$ cat src/rtl/wb_watchdog.sv
// wb_watchdog: Wishbone-programmable watchdog timer.
// Counts down from LOAD while enabled; a missed or wrong kick raises a
// fixed-length system reset request and parks the block in FIRE until
// wb_rst_i. Defining WB_WATCHDOG_PRETIMEOUT_EN adds a WARN stage that
// reloads once more and can raise irq_o before the final expiry.
module wb_watchdog #(
    parameter int unsigned RST_LEN  = 16,
    parameter logic [31:0] KICK_KEY = 32'h5A5A_5A5A
) (
    input  logic        wb_clk_i,
    input  logic        wb_rst_i,
    input  logic [3:0]  wb_adr_i,
    input  logic [31:0] wb_dat_i,
    input  logic        wb_we_i,
    input  logic        wb_cyc_i,
    input  logic        wb_stb_i,
    input  logic [3:0]  wb_sel_i,
    output logic [31:0] wb_dat_o,
    output logic        wb_ack_o,
    output logic        rst_req_o,
    output logic        irq_o
);

`ifdef WB_WATCHDOG_PRETIMEOUT_EN
    localparam logic PRE_EN = 1'b1;
`else
    localparam logic PRE_EN = 1'b0;
`endif

    localparam logic [7:0] RST_LEN_W = 8'(RST_LEN);

    typedef enum logic [1:0] {
        S_IDLE = 2'd0,
        S_RUN  = 2'd1,
        S_WARN = 2'd2,
        S_FIRE = 2'd3
    } state_t;

    state_t      r_state, w_state_nxt;
    logic [31:0] r_cnt, w_cnt_nxt;
    logic [31:0] r_load;
    logic [31:0] r_dat, w_rdata;
    logic        r_en, r_irq_en;
    logic        r_irq, w_irq_nxt;
    logic        r_ack, r_rst_req;
    logic [7:0]  r_fire_cnt;

    logic        w_acc, w_wr, w_wr_cfg;
    logic        w_wr_ctrl, w_wr_load, w_wr_kick, w_kick_ok;
    logic [1:0]  w_sel;
    logic        w_unused;

    // Byte lanes and the low address bits carry no meaning here.
    assign w_unused  = &{1'b0, wb_sel_i, wb_adr_i[1:0]};

    // An access is taken once per cyc&stb, on the edge where ack is still low.
    assign w_acc     = wb_cyc_i & wb_stb_i & ~r_ack;
    assign w_wr      = w_acc & wb_we_i;
    assign w_sel     = wb_adr_i[3:2];
    // Once FIRE is reached software can no longer touch the configuration.
    assign w_wr_cfg  = w_wr & (r_state != S_FIRE);
    assign w_wr_ctrl = w_wr_cfg & (w_sel == 2'd0);
    assign w_wr_load = w_wr_cfg & (w_sel == 2'd1);
    assign w_wr_kick = w_wr_cfg & (w_sel == 2'd2);
    assign w_kick_ok = (wb_dat_i == KICK_KEY);

    // State register.
    always_ff @(posedge wb_clk_i) begin
        if (wb_rst_i) begin
            r_state <= S_IDLE;
            r_cnt   <= 32'd0;
            r_irq   <= 1'b0;
        end else begin
            r_state <= w_state_nxt;
            r_cnt   <= w_cnt_nxt;
            r_irq   <= w_irq_nxt;
        end
    end

    // Next state, counter and irq; a kick outranks expiry on the same cycle.
    always_comb begin
        w_state_nxt = r_state;
        w_cnt_nxt   = r_cnt;
        w_irq_nxt   = r_irq;
        case (r_state)
            S_IDLE: begin
                if (w_wr_ctrl && wb_dat_i[0]) begin
                    w_state_nxt = S_RUN;
                    w_cnt_nxt   = r_load;
                end
            end
            S_RUN, S_WARN: begin
                if (w_wr_ctrl && !wb_dat_i[0]) begin
                    w_state_nxt = S_IDLE;
                    w_irq_nxt   = 1'b0;
                end else if (w_wr_kick) begin
                    if (w_kick_ok) begin
                        w_state_nxt = S_RUN;
                        w_cnt_nxt   = r_load;
                        w_irq_nxt   = 1'b0;
                    end else begin
                        w_state_nxt = S_FIRE;
                    end
                end else if (r_cnt == 32'd0) begin
                    if (PRE_EN && (r_state == S_RUN)) begin
                        w_state_nxt = S_WARN;
                        w_cnt_nxt   = r_load;
                        w_irq_nxt   = r_irq_en;
                    end else begin
                        w_state_nxt = S_FIRE;
                    end
                end else begin
                    w_cnt_nxt = r_cnt - 32'd1;
                end
            end
            default: ;
        endcase
    end

    // Software-visible configuration registers.
    always_ff @(posedge wb_clk_i) begin
        if (wb_rst_i) begin
            r_en     <= 1'b0;
            r_irq_en <= 1'b0;
            r_load   <= 32'hFFFF_FFFF;
        end else begin
            if (w_wr_ctrl) begin
                r_en     <= wb_dat_i[0];
                r_irq_en <= wb_dat_i[1];
            end
            if (w_wr_load) begin
                r_load <= wb_dat_i;
            end
        end
    end

    // Read mux; KICK is write-only and reads as zero.
    always_comb begin
        w_rdata = 32'd0;
        case (w_sel)
            2'd0:    w_rdata = {30'd0, PRE_EN & r_irq_en, r_en};
            2'd1:    w_rdata = r_load;
            2'd2:    w_rdata = 32'd0;
            default: w_rdata = {r_state, r_cnt[29:0]};
        endcase
    end

    // Bus handshake: single-cycle ack with read data registered alongside it.
    always_ff @(posedge wb_clk_i) begin
        if (wb_rst_i) begin
            r_ack <= 1'b0;
            r_dat <= 32'd0;
        end else begin
            r_ack <= w_acc;
            r_dat <= (w_acc && !wb_we_i) ? w_rdata : 32'd0;
        end
    end

    // Reset request: RST_LEN cycles starting one cycle after FIRE entry.
    always_ff @(posedge wb_clk_i) begin
        if (wb_rst_i) begin
            r_fire_cnt <= 8'd0;
            r_rst_req  <= 1'b0;
        end else if (r_state == S_FIRE) begin
            if (r_fire_cnt < RST_LEN_W) begin
                r_fire_cnt <= r_fire_cnt + 8'd1;
                r_rst_req  <= 1'b1;
            end else begin
                r_rst_req  <= 1'b0;
            end
        end else begin
            r_fire_cnt <= 8'd0;
            r_rst_req  <= 1'b0;
        end
    end

    assign wb_ack_o  = r_ack;
    assign wb_dat_o  = r_dat;
    assign rst_req_o = r_rst_req;

`ifdef WB_WATCHDOG_PRETIMEOUT_EN
    assign irq_o = r_irq;
`else
    assign irq_o = 1'b0;
`endif

endmodule

$ cat config.mk
export PLATFORM = sky130hd
export DESIGN_NAME = wb_watchdog
export DESIGN_NICKNAME = d
export VERILOG_FILES = /design/src/rtl/wb_watchdog.sv
export SDC_FILE = /design/constraint.sdc
export NUM_CORES = 1
export LEC_CHECK = 0
export ABC_CLOCK_PERIOD_IN_PS = 6800
export CAP_MARGIN = 40
export CORE_MARGIN = 4
export CORE_UTILIZATION = 40
export CTS_CLUSTER_DIAMETER = 200
export DETAILED_ROUTE_END_ITERATION = 12
export SLEW_MARGIN = 10
export SYNTH_ARGS = -nofsm -noshare
export SYNTH_HDL_FRONTEND = slang
export SYNTH_SLANG_ARGS = --single-unit
$ cat constraint.sdc
create_clock -name wb_clk_i -period 6.8 [get_ports wb_clk_i]
set_input_delay 1.02 -clock wb_clk_i [delete_from_list [all_inputs] [get_ports wb_clk_i]]
set_output_delay 1.02 -clock wb_clk_i [all_outputs]
set_load 0.02 [all_outputs]
* Word-level counts from Yosys, hierarchy flattened
Index checks and enable logic that the tools add are counted.
Storage, ports and cells: output and inout bits 35, logic and storage cells 61, input bits 45, flip-flop bits (word level) 109
Operators by class: order comparisons 1, reduce and logical (&&, ||, !) cells 14, $add $sub $neg 2, bitwise gates (word level) 10, multiplexer cells 14, equality and inequality tests 12
Operators by type and width (number):
- $mux W32 | 5
- $pmux W32 S3 | 1
- $pmux W32 S2 | 1
- $eq A32 B31 Y1 const B | 1
- $logic_not A32 Y1 | 1
- $sub A32 B1 Y32 const B | 1
- $mux W2 | 5
- $add A8 B1 Y8 const B | 1
- $lt A8 B5 Y1 const B | 1
- $and A1 B1 Y1 | 7
- $eq A2 B2 Y1 const B | 3
- $ne A2 B2 Y1 const B | 3
- $ne A3 B3 Y1 const B | 2
- $reduce_or A2 Y1 | 3
- $reduce_and A5 Y1 | 1
- $eq A2 B1 Y1 const B | 2
- $logic_not A2 Y1 | 2
- $ne A4 B4 Y1 const B | 1
- $pmux W2 S2 | 1
- $logic_and A1 B1 Y1 | 3
- $not A1 Y1 | 3
- $reduce_and A3 Y1 | 1
- $logic_not A1 Y1 | 2
- $reduce_bool A2 Y1 | 1
- $mux W1 | 1

* Longest topological paths before layout
word-level depth 8, depth in mapped cells 11, mapped depth without buffers 8

* Worst setup path before layout
No wires, ideal clock.
path type input -> register, from input wb_dat_i[24], to register r_cnt[24], stages on the path 8, data required time 6.668 ns, library setup time 0.132 ns, path buffers 2, data arrival time 2.803 ns, setup slack 3.865 ns, cells stage by stage or4b_1 -> nor4_1 -> nand4_1 -> a32o_2 -> buf_6 -> buf_6 -> a211oi_1 -> o32ai_1
On the way: word-level cells in the longest chain between the ends 3
Ends and longest elaborated chain:
- start: declaration | RTL line 13 | input logic [31:0] wb_dat_i,
- $eq A32 B31 Y1 | RTL line 65 | assign w_kick_ok = (wb_dat_i == KICK_KEY);
- $ne A3 B3 Y1 (no source line)
- $reduce_and A5 Y1 (no source line)
- end signal: assignment | RTL line 75 | r_cnt <= w_cnt_nxt;
- end: declaration | RTL line 40 | logic [31:0] r_cnt, w_cnt_nxt;
No other way between the ends. A chain may end at the register's enable or synchronous reset.

* Worst setup path after layout
Ends and elaborated chain as after synthesis.

==> qor.yml <==
detailed_routing:
  drt_pre_antenna_iters: 5
  drc: 0
  dr.first_iter.drc_count: 425
  ant_nets: 0
  drt-wirelength-per-cell_microns: 16.5
  drt_wl_total_microns: 13800
  viasPerCell: 5.70
  via_count: 4782
global_route:
  grt_pass1_vias: 4523
  grt_max_degree: 53
  antenna_found_initial: 0
  grt_pass1_wl_microns: 23000
  grt_usage: 0.195
  overflow: 0
run:
  maxCapViolCount: 0
place:
  postPlaceCellArea_sq_um: 6010
  io_buffer_count: 72
  dp_hpwl_microns: 9630
  gp_congestion: 0.818
worst_setup_path:
  rrSetupSlack_ns: 3.70
  cp-end-kind: "flip-flop"
  r2r_start: "r_cnt[0]"
  path_max_fanout: 16
  crit_start: "wb_dat_i[24]"
  cp-start-kind: "input pin"
  crit_arrival_ns: 4.50
  critPathRequiredTime_ns: 7.06
  crit_type: "input pin to flip-flop"
synthesis:
  ys_ff_latch: 109
  synth.distinct_cells: 62
  netlist_area_sq_um: 5140
  synth_fp_nets: 663
  synth_edf_count: 0
  synth_flop_cell: "dfxtp_1"
  yosys_warnings: 0
  synth_cells: 614
  yosysSeqAreaShare: 0.424
  synthArstFlopShare: 0
  avgSynthCellArea_sq_um: 8.37
pwr:
  leakage_nw: 2.51
  vdd_drop_max_mv: 0.124
  power_mw: 1.47
  power_per_cell_area_nw_per_um2: 232
cts:
  clock_latency_ns: 0.36
  root_buffer: "clkbuf_16"
  clockBufferDepth: 2
  path_clk_slew_ns: 0.07
  clock_sinks: 109
  cts_buffers: 9
  post_cts.repair.setup_buffers: 0
  cts_max_level: 3
  cts.hold.buffers_added: 0
  cts_resized: 0
  cts_tree: "built"
layout:
  final_common_cell: "dfxtp_1"
  layout_common_cells: "dfxtp_1, nand2_1, clkdlybuf4s50_1, nor2_1, nand3_1"
  n_antenna_cell: 0
  final_nets: 711
  drive_above_1_share: 0.0735
  post-route-cell-area_sq_um: 6350
  syn2layout_area_growth_pct: 23.6
sta:
  max_slew_margin: 0.393
  slew_violations: 0
  hold_violations: 0
  fmax_mhz: 236
  max_slew.worst_pin.slew_ns: 0.908
  rsz0062_at_grt: "no"
  clock_skew_ns: 0.00891
  hold_ws_ns: 0.465
  tns_ns: 0
  finalCritPeriodShare: 0.624
  min_period_ns: 4.24
  setup_viol: 0
die:
  die_area_sq_um: 14700
  start_util: 0.407
  num_rows: 41
  pin_count: 80
  dieWidth_microns: 121
  core-area_sq_um: 12600
  die_y_microns: 121
outcome:
  status: "complete, no violations"
min_path:
  hold_path.class: "flip-flop to flip-flop"
  min_from: "r_fire_cnt[7]"
-- metrics by stage --
step | utilization | worst slack, ns | cells
after floorplan | - | 3.87 | 614
after global placement | 0.469 | 1.97 | 818
after detailed placement | 0.477 | 2.05 | 823
after CTS | 0.504 | 2.38 | 839
after global routing | 0.504 | 2.28 | 839
final | 0.504 | 2.56 | 839
-- where the power goes --
part,internal [mW],leakage [nW],switching [mW]
Combinational,0.0792,1.46,0.121
Sequential,0.652,0.883,0.0162
Clock,0.370,0.167,0.234
-- cells by family (layout without fill, tap and decap cells) --
kind of cell | after synthesis | in the layout | synth area share
AOI/OAI and AO/OA | 130 | 130 | 0.178
other | 1 | 1 | 0.000729
DFF | 109 | 109 | 0.424
muxes | 34 | 34 | 0.0662
xor gates and xnor gates | 4 | 4 | 0.00682
adders and majority gates | 4 | 4 | 0.00974
and+or+nand+nor | 279 | 279 | 0.268
buffers and inverters | 53 | 106 | 0.0455
-- cell usage after synthesis (3+ instances only) --
cell / count / share of area
dfxtp_1: 109 / 0.42
nand2_1: 90 / 0.066
nor2_1: 63 / 0.046
nand3_1: 49 / 0.048
clkbuf_1: 36 / 0.026
mux2i_1: 34 / 0.066
o21ai_0: 28 / 0.027
a21oi_1: 21 / 0.020
o31ai_1: 19 / 0.028
a31oi_1: 14 / 0.017
nor3_1: 12 / 0.012
a211oi_2: 11 / 0.027
nand4_1: 11 / 0.013
a211oi_1: 7 / 0.010
inv_1: 7 / 0.0051
nor4_1: 7 / 0.0085
and2_1: 6 / 0.0073
nor2b_1: 6 / 0.0073
buf_2: 4 / 0.0039
ha_1: 4 / 0.0097
nand4b_1: 4 / 0.0068
nor4b_1: 4 / 0.0068
o311ai_0: 4 / 0.0068
or4_1: 4 / 0.0058
a21o_1: 3 / 0.0044
a22oi_1: 3 / 0.0044
buf_6: 3 / 0.0066
nand2b_1: 3 / 0.0037
nor3b_1: 3 / 0.0044
o22ai_1: 3 / 0.0037
-- flip-flops by register name, summed over array words and instances (netlist names) --
register	cells
r_fire_cnt	8
rst_req_o	1
r_state	2
r_load	32
r_cnt	32
wb_dat_o	32
r_en	1
wb_ack_o	1
-- cell type report --
class | count | area, sq um
clock buffers | 12 | 246
clock inverters | 4 | 95.1
fillers | 1255 | 6260
inverters | 7 | 26.3
multi-input cells | 452 | 2740
flip-flops and latches | 109 | 2180
well taps | 172 | 215
repair buffers | 83 | 851
-- metal layers --
metal  global-route usage  routed length (microns)  vias to the layer above
met5                    0                        0                        -
met3               0.0471                      882                       18
met2                0.303                     6360                      171
met1                0.269                     6410                     2279
met4               0.0553                      193                        0
li1                     -                        -                     2314
-- worst max-delay path, stage by stage --
cell and delay, ns:
clkdlybuf4s50_1 0.42, or4b_1 0.57, nor4_1 0.62, nand4_1 0.38, a32oi_2 0.63, buf_4 0.35, nand2_1 0.21, o32ai_1 0.30
-- worst paths after layout --
path / end / cells past startpoint
worst max-delay path: r_cnt[24] / 8
worst min-delay path: r_fire_cnt[7] / 1
worst min register to register: r_fire_cnt[7] / 1
worst max register to register: r_cnt[22] / 8
(Power assumes the default switching activity.)
